**src/rtl/multicycle_datapath.sv**
```systemverilog
// Datapath for the multicycle MIPS core. Holds the architectural state
// (PC, IR, MDR, A, B, ALUOut, 32x32 register file) plus the ALU and its
// decode. The control FSM drives the control vector every cycle and reads
// back the opcode. One unified instruction/data memory port with an
// asynchronous read and a write on the rising edge.
module multicycle_datapath #(
    parameter logic [31:0] RESET_PC = 32'h0000_0000
) (
    input  logic        clk,
    input  logic        reset,
    input  logic        IorD,
    input  logic        IRWrite,
    input  logic        RegDst,
    input  logic        MemRead,
    input  logic        MemToReg,
    input  logic        MemWrite,
    input  logic        ALUSrcA,
    input  logic [1:0]  ALUSrcB,
    input  logic        RegWrite,
    input  logic [1:0]  ALUOp,
    input  logic [1:0]  PCSource,
    input  logic        PCWrite,
    input  logic        PCWriteCond,
    output logic [5:0]  opcode,
    output logic [31:0] mem_addr,
    output logic [31:0] mem_wdata,
    input  logic [31:0] mem_rdata,
    output logic        mem_read,
    output logic        mem_write,
    output logic [31:0] pc,
    output logic        alu_zero
);

    typedef enum logic [2:0] {
        ALU_ADD,
        ALU_SUB,
        ALU_AND,
        ALU_OR,
        ALU_SLT,
        ALU_NONE
    } alu_fn_e;

    logic [31:0] pc_q, pc_d;
    logic [31:0] ir_q, ir_d;
    logic [31:0] mdr_q, mdr_d;
    logic [31:0] a_q, a_d;
    logic [31:0] b_q, b_d;
    logic [31:0] alu_out_q, alu_out_d;
    logic [31:0] rf_q [32];
    logic [31:0] rf_d [32];

    logic [31:0] imm_ext;
    logic [31:0] jump_target;
    logic [31:0] src_a;
    logic [31:0] src_b;
    logic [31:0] alu_result;
    alu_fn_e     alu_fn;
    logic        pc_en;
    logic [4:0]  rf_waddr;
    logic [31:0] rf_wdata;

    assign imm_ext     = {{16{ir_q[15]}}, ir_q[15:0]};
    assign jump_target = {pc_q[31:28], ir_q[25:0], 2'b00};

    // ALU operand selection
    always_comb begin
        src_a = ALUSrcA ? a_q : pc_q;
        src_b = b_q;
        case (ALUSrcB)
            2'b00:   src_b = b_q;
            2'b01:   src_b = 32'd4;
            2'b10:   src_b = imm_ext;
            2'b11:   src_b = {imm_ext[29:0], 2'b00};
            default: src_b = b_q;
        endcase
    end

    // ALU function decode (ALUOp, then funct for R-type) and the ALU itself
    always_comb begin
        alu_fn = ALU_ADD;
        case (ALUOp)
            2'b01: alu_fn = ALU_SUB;
            2'b10: begin
                case (ir_q[5:0])
                    6'h20:   alu_fn = ALU_ADD;
                    6'h22:   alu_fn = ALU_SUB;
                    6'h24:   alu_fn = ALU_AND;
                    6'h25:   alu_fn = ALU_OR;
                    6'h2A:   alu_fn = ALU_SLT;
                    default: alu_fn = ALU_NONE;
                endcase
            end
            default: alu_fn = ALU_ADD;
        endcase

        alu_result = 32'd0;
        case (alu_fn)
            ALU_ADD:  alu_result = src_a + src_b;
            ALU_SUB:  alu_result = src_a - src_b;
            ALU_AND:  alu_result = src_a & src_b;
            ALU_OR:   alu_result = src_a | src_b;
            ALU_SLT:  alu_result = ($signed(src_a) < $signed(src_b)) ? 32'd1 : 32'd0;
            default:  alu_result = 32'd0;
        endcase
    end

    assign alu_zero = (alu_result == 32'd0);

    // Next values for PC and the per-cycle latches; A/B read through the current IR
    always_comb begin
        pc_en = PCWrite | (PCWriteCond & alu_zero);
        pc_d  = pc_q;
        if (pc_en) begin
            case (PCSource)
                2'b00:   pc_d = alu_result;
                2'b01:   pc_d = alu_out_q;
                2'b10:   pc_d = jump_target;
                default: pc_d = pc_q;
            endcase
        end
        ir_d      = IRWrite ? mem_rdata : ir_q;
        mdr_d     = mem_rdata;
        a_d       = rf_q[ir_q[25:21]];
        b_d       = rf_q[ir_q[20:16]];
        alu_out_d = alu_result;
    end

    // Register file write; fields come from the IR as it stands this cycle,
    // so a simultaneous IR load does not redirect the write. R0 is never written.
    always_comb begin
        rf_waddr = RegDst ? ir_q[15:11] : ir_q[20:16];
        rf_wdata = MemToReg ? mdr_q : alu_out_q;
        rf_d     = rf_q;
        if (RegWrite && (rf_waddr != 5'd0)) begin
            rf_d[rf_waddr] = rf_wdata;
        end
    end

    // Architectural registers with asynchronous reset
    always_ff @(posedge clk or posedge reset) begin
        if (reset) begin
            pc_q      <= RESET_PC;
            ir_q      <= 32'd0;
            mdr_q     <= 32'd0;
            a_q       <= 32'd0;
            b_q       <= 32'd0;
            alu_out_q <= 32'd0;
        end else begin
            pc_q      <= pc_d;
            ir_q      <= ir_d;
            mdr_q     <= mdr_d;
            a_q       <= a_d;
            b_q       <= b_d;
            alu_out_q <= alu_out_d;
        end
    end

    // Register file storage; reads see the pre-edge contents
    always_ff @(posedge clk or posedge reset) begin
        if (reset) begin
            for (int i = 0; i < 32; i++) begin
                rf_q[i] <= 32'd0;
            end
        end else begin
            rf_q <= rf_d;
        end
    end

    assign opcode    = ir_q[31:26];
    assign mem_addr  = IorD ? alu_out_q : pc_q;
    assign mem_wdata = b_q;
    assign mem_read  = MemRead;
    assign mem_write = MemWrite;
    assign pc        = pc_q;

endmodule

```
**config.mk**
```make
export PLATFORM = sky130hd
export DESIGN_NAME = multicycle_datapath
export DESIGN_NICKNAME = d
export VERILOG_FILES = /design/src/rtl/multicycle_datapath.sv
export SDC_FILE = /design/constraint.sdc
export NUM_CORES = 2
export LEC_CHECK = 0
export BUFFER_PORTS_ARGS = -buffer_cell sky130_fd_sc_hd__clkbuf_2
export CAP_MARGIN = 30
export CORE_MARGIN = 8
export CORE_UTILIZATION = 60
export CTS_CLUSTER_DIAMETER = 200
export CTS_CLUSTER_SIZE = 24
export DETAILED_ROUTE_END_ITERATION = 16
export PLACE_DENSITY = 0.85
export REMOVE_ABC_BUFFERS = 1
export SETUP_SLACK_MARGIN = 0.05
export SYNTH_ARGS = -nofsm -noshare
export SYNTH_HDL_FRONTEND = slang
export SYNTH_SLANG_ARGS = --single-unit
export TNS_END_PERCENT = 100
```
**constraint.sdc**
```tcl
create_clock -name clk -period 67.5 [get_ports clk]
set_input_delay 3.375 -clock clk [delete_from_list [all_inputs] [get_ports clk]]
set_output_delay 3.375 -clock clk [all_outputs]
set_load 0.01 [all_outputs]
```
==> reports/results.ini <==
[status]
outcome = finished clean

[global_route]
grt.total_usage = 0.360
grt_first_pass_wirelength_um = 325000
grt_max_degree = 184
grt_pass1_vias = 51174
antenna_found_initial = 11
grt-ovfl-total = 0

[floorplanning]
die_h_um = 345
core_area_um2 = 107000
die_area_um2 = 119000
ios = 155
start_util = 0.606
row_count = 120
die_x_um = 345

[synthesis]
ys_async_sr_fraction = 1.00
syn_area_um2 = 65000
ys_ff_latch = 1216
synth_edf_count = 0
synthFlopType = dfrtp_1
synth_top_area_cell = dfrtp_1
yosys_warnings = 0
synth_top_area_frac = 0.468
synth.distinct_cells = 82
avgSynthCellArea_um2 = 11.4
synth-seq-area-share = 0.468
netlist_top_cells_area = dfrtp_1 (47%), mux4_2 (22%), a21oi_1 (8.6%)
netlist_instances = 5679

[layout]
mostFrequentLayoutCell = dfrtp_1
nNetsFinal = 5620
layoutNonFillerInstCount = 6885
fillers = 7518
stdcell_area_um2 = 68900
final_cell_mix = dfrtp_1 (1206), a21oi_1 (1110), nor2_1 (1102), mux4_2 (640), mux2_2 (177)
drive_above_1_share = 0.238
areaGrowthSynthToFinish_pct = 6.04

[run]
max_cap_violations = 0

[cts]
cts_root_buf = clkbuf_16
cts_inserted_buffers = 56
cts-hold-fix-buffers = 0
post_cts_buffers = 0
clock_latency_ns = 0.76
cts_tree = built
htreeDepth = 2
cts_sinks = 1216
clkSlewWorstSetupHoldPaths_ns = 0.09
cts_resized = 0
clockBufferDepth = 3

[power]
comb_power_share = 0.428
p_leak_nw = 28.3
p_seq_frac = 0.448
intPower_mw = 1.90
cellPowerDensity_nw_per_um2 = 45.6
swShare = 0.398
clkPwrFrac = 0.124
power_mw = 3.15
max-vdd-ir-drop_uv = 28.6
p_switching_mw = 1.25

[drt]
dr.first_iter.drc_count = 7764
antenna_left = 0
wl_per_cell_um = 32.0
viasPerCell = 7.39
dr.pass1.iters = 7
vias = 50874
drc = 0
drt_wl_total_um = 221000

[worst_setup_path]
cp-end-kind = primary output
worstPathArrival_ns = 9.07
cp_slowest_cell = and2_1
cp_cell_sequence = clkbuf_2 > and2_1 > a21oi_1 > o21ai_0 > ha_1 > inv_2 > a21oi_1 > o31ai_1 > a2111oi_2 > a211oi_1 > o21ai_1 > or4b_1 > a221o_1 > nor4_4 > and2_1 > clkbuf_2
critical_path_required_ns = 64.12
startpoint_type = input pin
path_class = input pin to primary output
critPathMaxFanout = 20
cpPeakStageDelay_ns = 0.90

[placed_design]
dp.cells = 6802
gp_congestion = 1.03
dpl_cell_area_um2 = 67200
portBuffers = 150
hpwl_um = 140000

[sta]
drv_slew = 0
clock_skew_ns = 0.0566
hold_violations = 0
rsz0062_at_grt = no
setup_viol = 0
slew_headroom = 0.261
fin_crit_sh = 0.184
max_freq_mhz = 80.3
tns_ns = 0
worst_pin_slew_ns = 1.11
period_minus_slack_ns = 12.45

[worst_hold_path]
hp-class = register to register

## final timing paths
check                                        from  slack [ns]                     end  cells past startpoint
max                                    ALUSrcB[1]       55.05                alu_zero                     16
min reg2reg                rf_q[1021]$_DFFE_PP0P_        0.40  rf_q[1021]$_DFFE_PP0P_                      0
min in group asynchronous                   reset        2.54   rf_q[893]$_DFFE_PP0P_                      2
min                        rf_q[1021]$_DFFE_PP0P_        0.40  rf_q[1021]$_DFFE_PP0P_                      0
max reg2reg                  ir_q[15]$_DFFE_PP0P_       60.87      pc[27]$_DFFE_PP0P_                     15
max in group asynchronous                   reset       60.79    ir_q[16]$_DFFE_PP0P_                      8
## per-layer routing
metal / up-vias / wire (µm) / GRT usage
met5: - / 58 / 0
met4: 8 / 16500 / 0.218
met3: 1055 / 31700 / 0.114
met2: 4279 / 98100 / 0.536
met1: 25325 / 74200 / 0.464
li1: 20207 / - / -
## synthesized netlist by cell type (18+ instances only)
| cell | count |
|---|---|
| clkbuf_1 | 485 |
| ha_1 | 102 |
| nor2_1 | 1134 |
| inv_1 | 105 |
| nand2_1 | 95 |
| a21o_1 | 23 |
| nor3_1 | 36 |
| dfrtp_1 | 1216 |
| a21oi_1 | 1111 |
| mux2_4 | 19 |
| o21ai_0 | 53 |
| nand4_1 | 18 |
| mux2i_1 | 64 |
| nand3_1 | 21 |
| mux2_2 | 177 |
| a22oi_1 | 28 |
| buf_1 | 65 |
| mux4_2 | 640 |
| o31ai_1 | 18 |
| nor4_1 | 18 |
## state kept, by name (all words and copies together), names as in the netlist
name,flops
a_q,32
alu_out_q,32
ir_q,32
mdr_q,32
mem_wdata,32
pc,32
rf_q,1024
## cell families (layout without fill, tap and decap cells)
| group | after synthesis | count (layout) | synth area share |
|---|---|---|---|
| AND/OR/NAND/NOR | 1386 | 1386 | 0.0863 |
| buffers and inverters | 676 | 472 | 0.0400 |
| flip-flops | 1216 | 1216 | 0.468 |
| adder cells (fa/ha/maj) | 104 | 104 | 0.0202 |
| multiplexers | 900 | 900 | 0.267 |
| AO/OA/AOI/OAI | 1387 | 1387 | 0.118 |
| other | 0 | 7 | 0 |
| XOR/XNOR | 10 | 10 | 0.00135 |
## cell type report
class / instances / area (µm²) / share of cell area
antenna: 7 / 17.5 / 0.000254
sequential: 1216 / 30500 / 0.442
tap: 1403 / 1760 / 0.0255
clock inverter: 3 / 55.1 / 0.000799
timing repair buffer: 296 / 2390 / 0.0346
inverter: 109 / 417 / 0.00604
clock buffer: 64 / 1450 / 0.0211
multi-input combinational: 3787 / 32400 / 0.470
## power groups by stage
stage	Sequential, mW	Combinational [mW]	Clock (mW)
floorplan	1.30	1.01	0
global placement	1.35	1.25	0
detailed placement	1.39	1.31	0
CTS	1.38	1.32	0.390
global route	1.43	1.44	0.410
finish	1.41	1.35	0.390
## critical path, delay by kind of cell
family	cells	cell delay, ns
fa+ha+maj	1	0.57
buf+inv	3	0.94
compound gates	8	2.21
simple gates	4	1.94
## metrics by stage
| stage | setup WS (ns) | hold slack (ns) | util |
|---|---|---|---|
| floorplan | 29.86 | 0.365 | - |
| global placement | 55.37 | 0.377 | 0.621 |
| detailed placement | 55.30 | 0.383 | 0.626 |
| CTS | 55.29 | 0.405 | 0.640 |
| global route | 54.82 | 0.418 | 0.642 |
| finish | 55.05 | 0.401 | 0.642 |
Note: power is estimated with default switching activity, not from simulation.
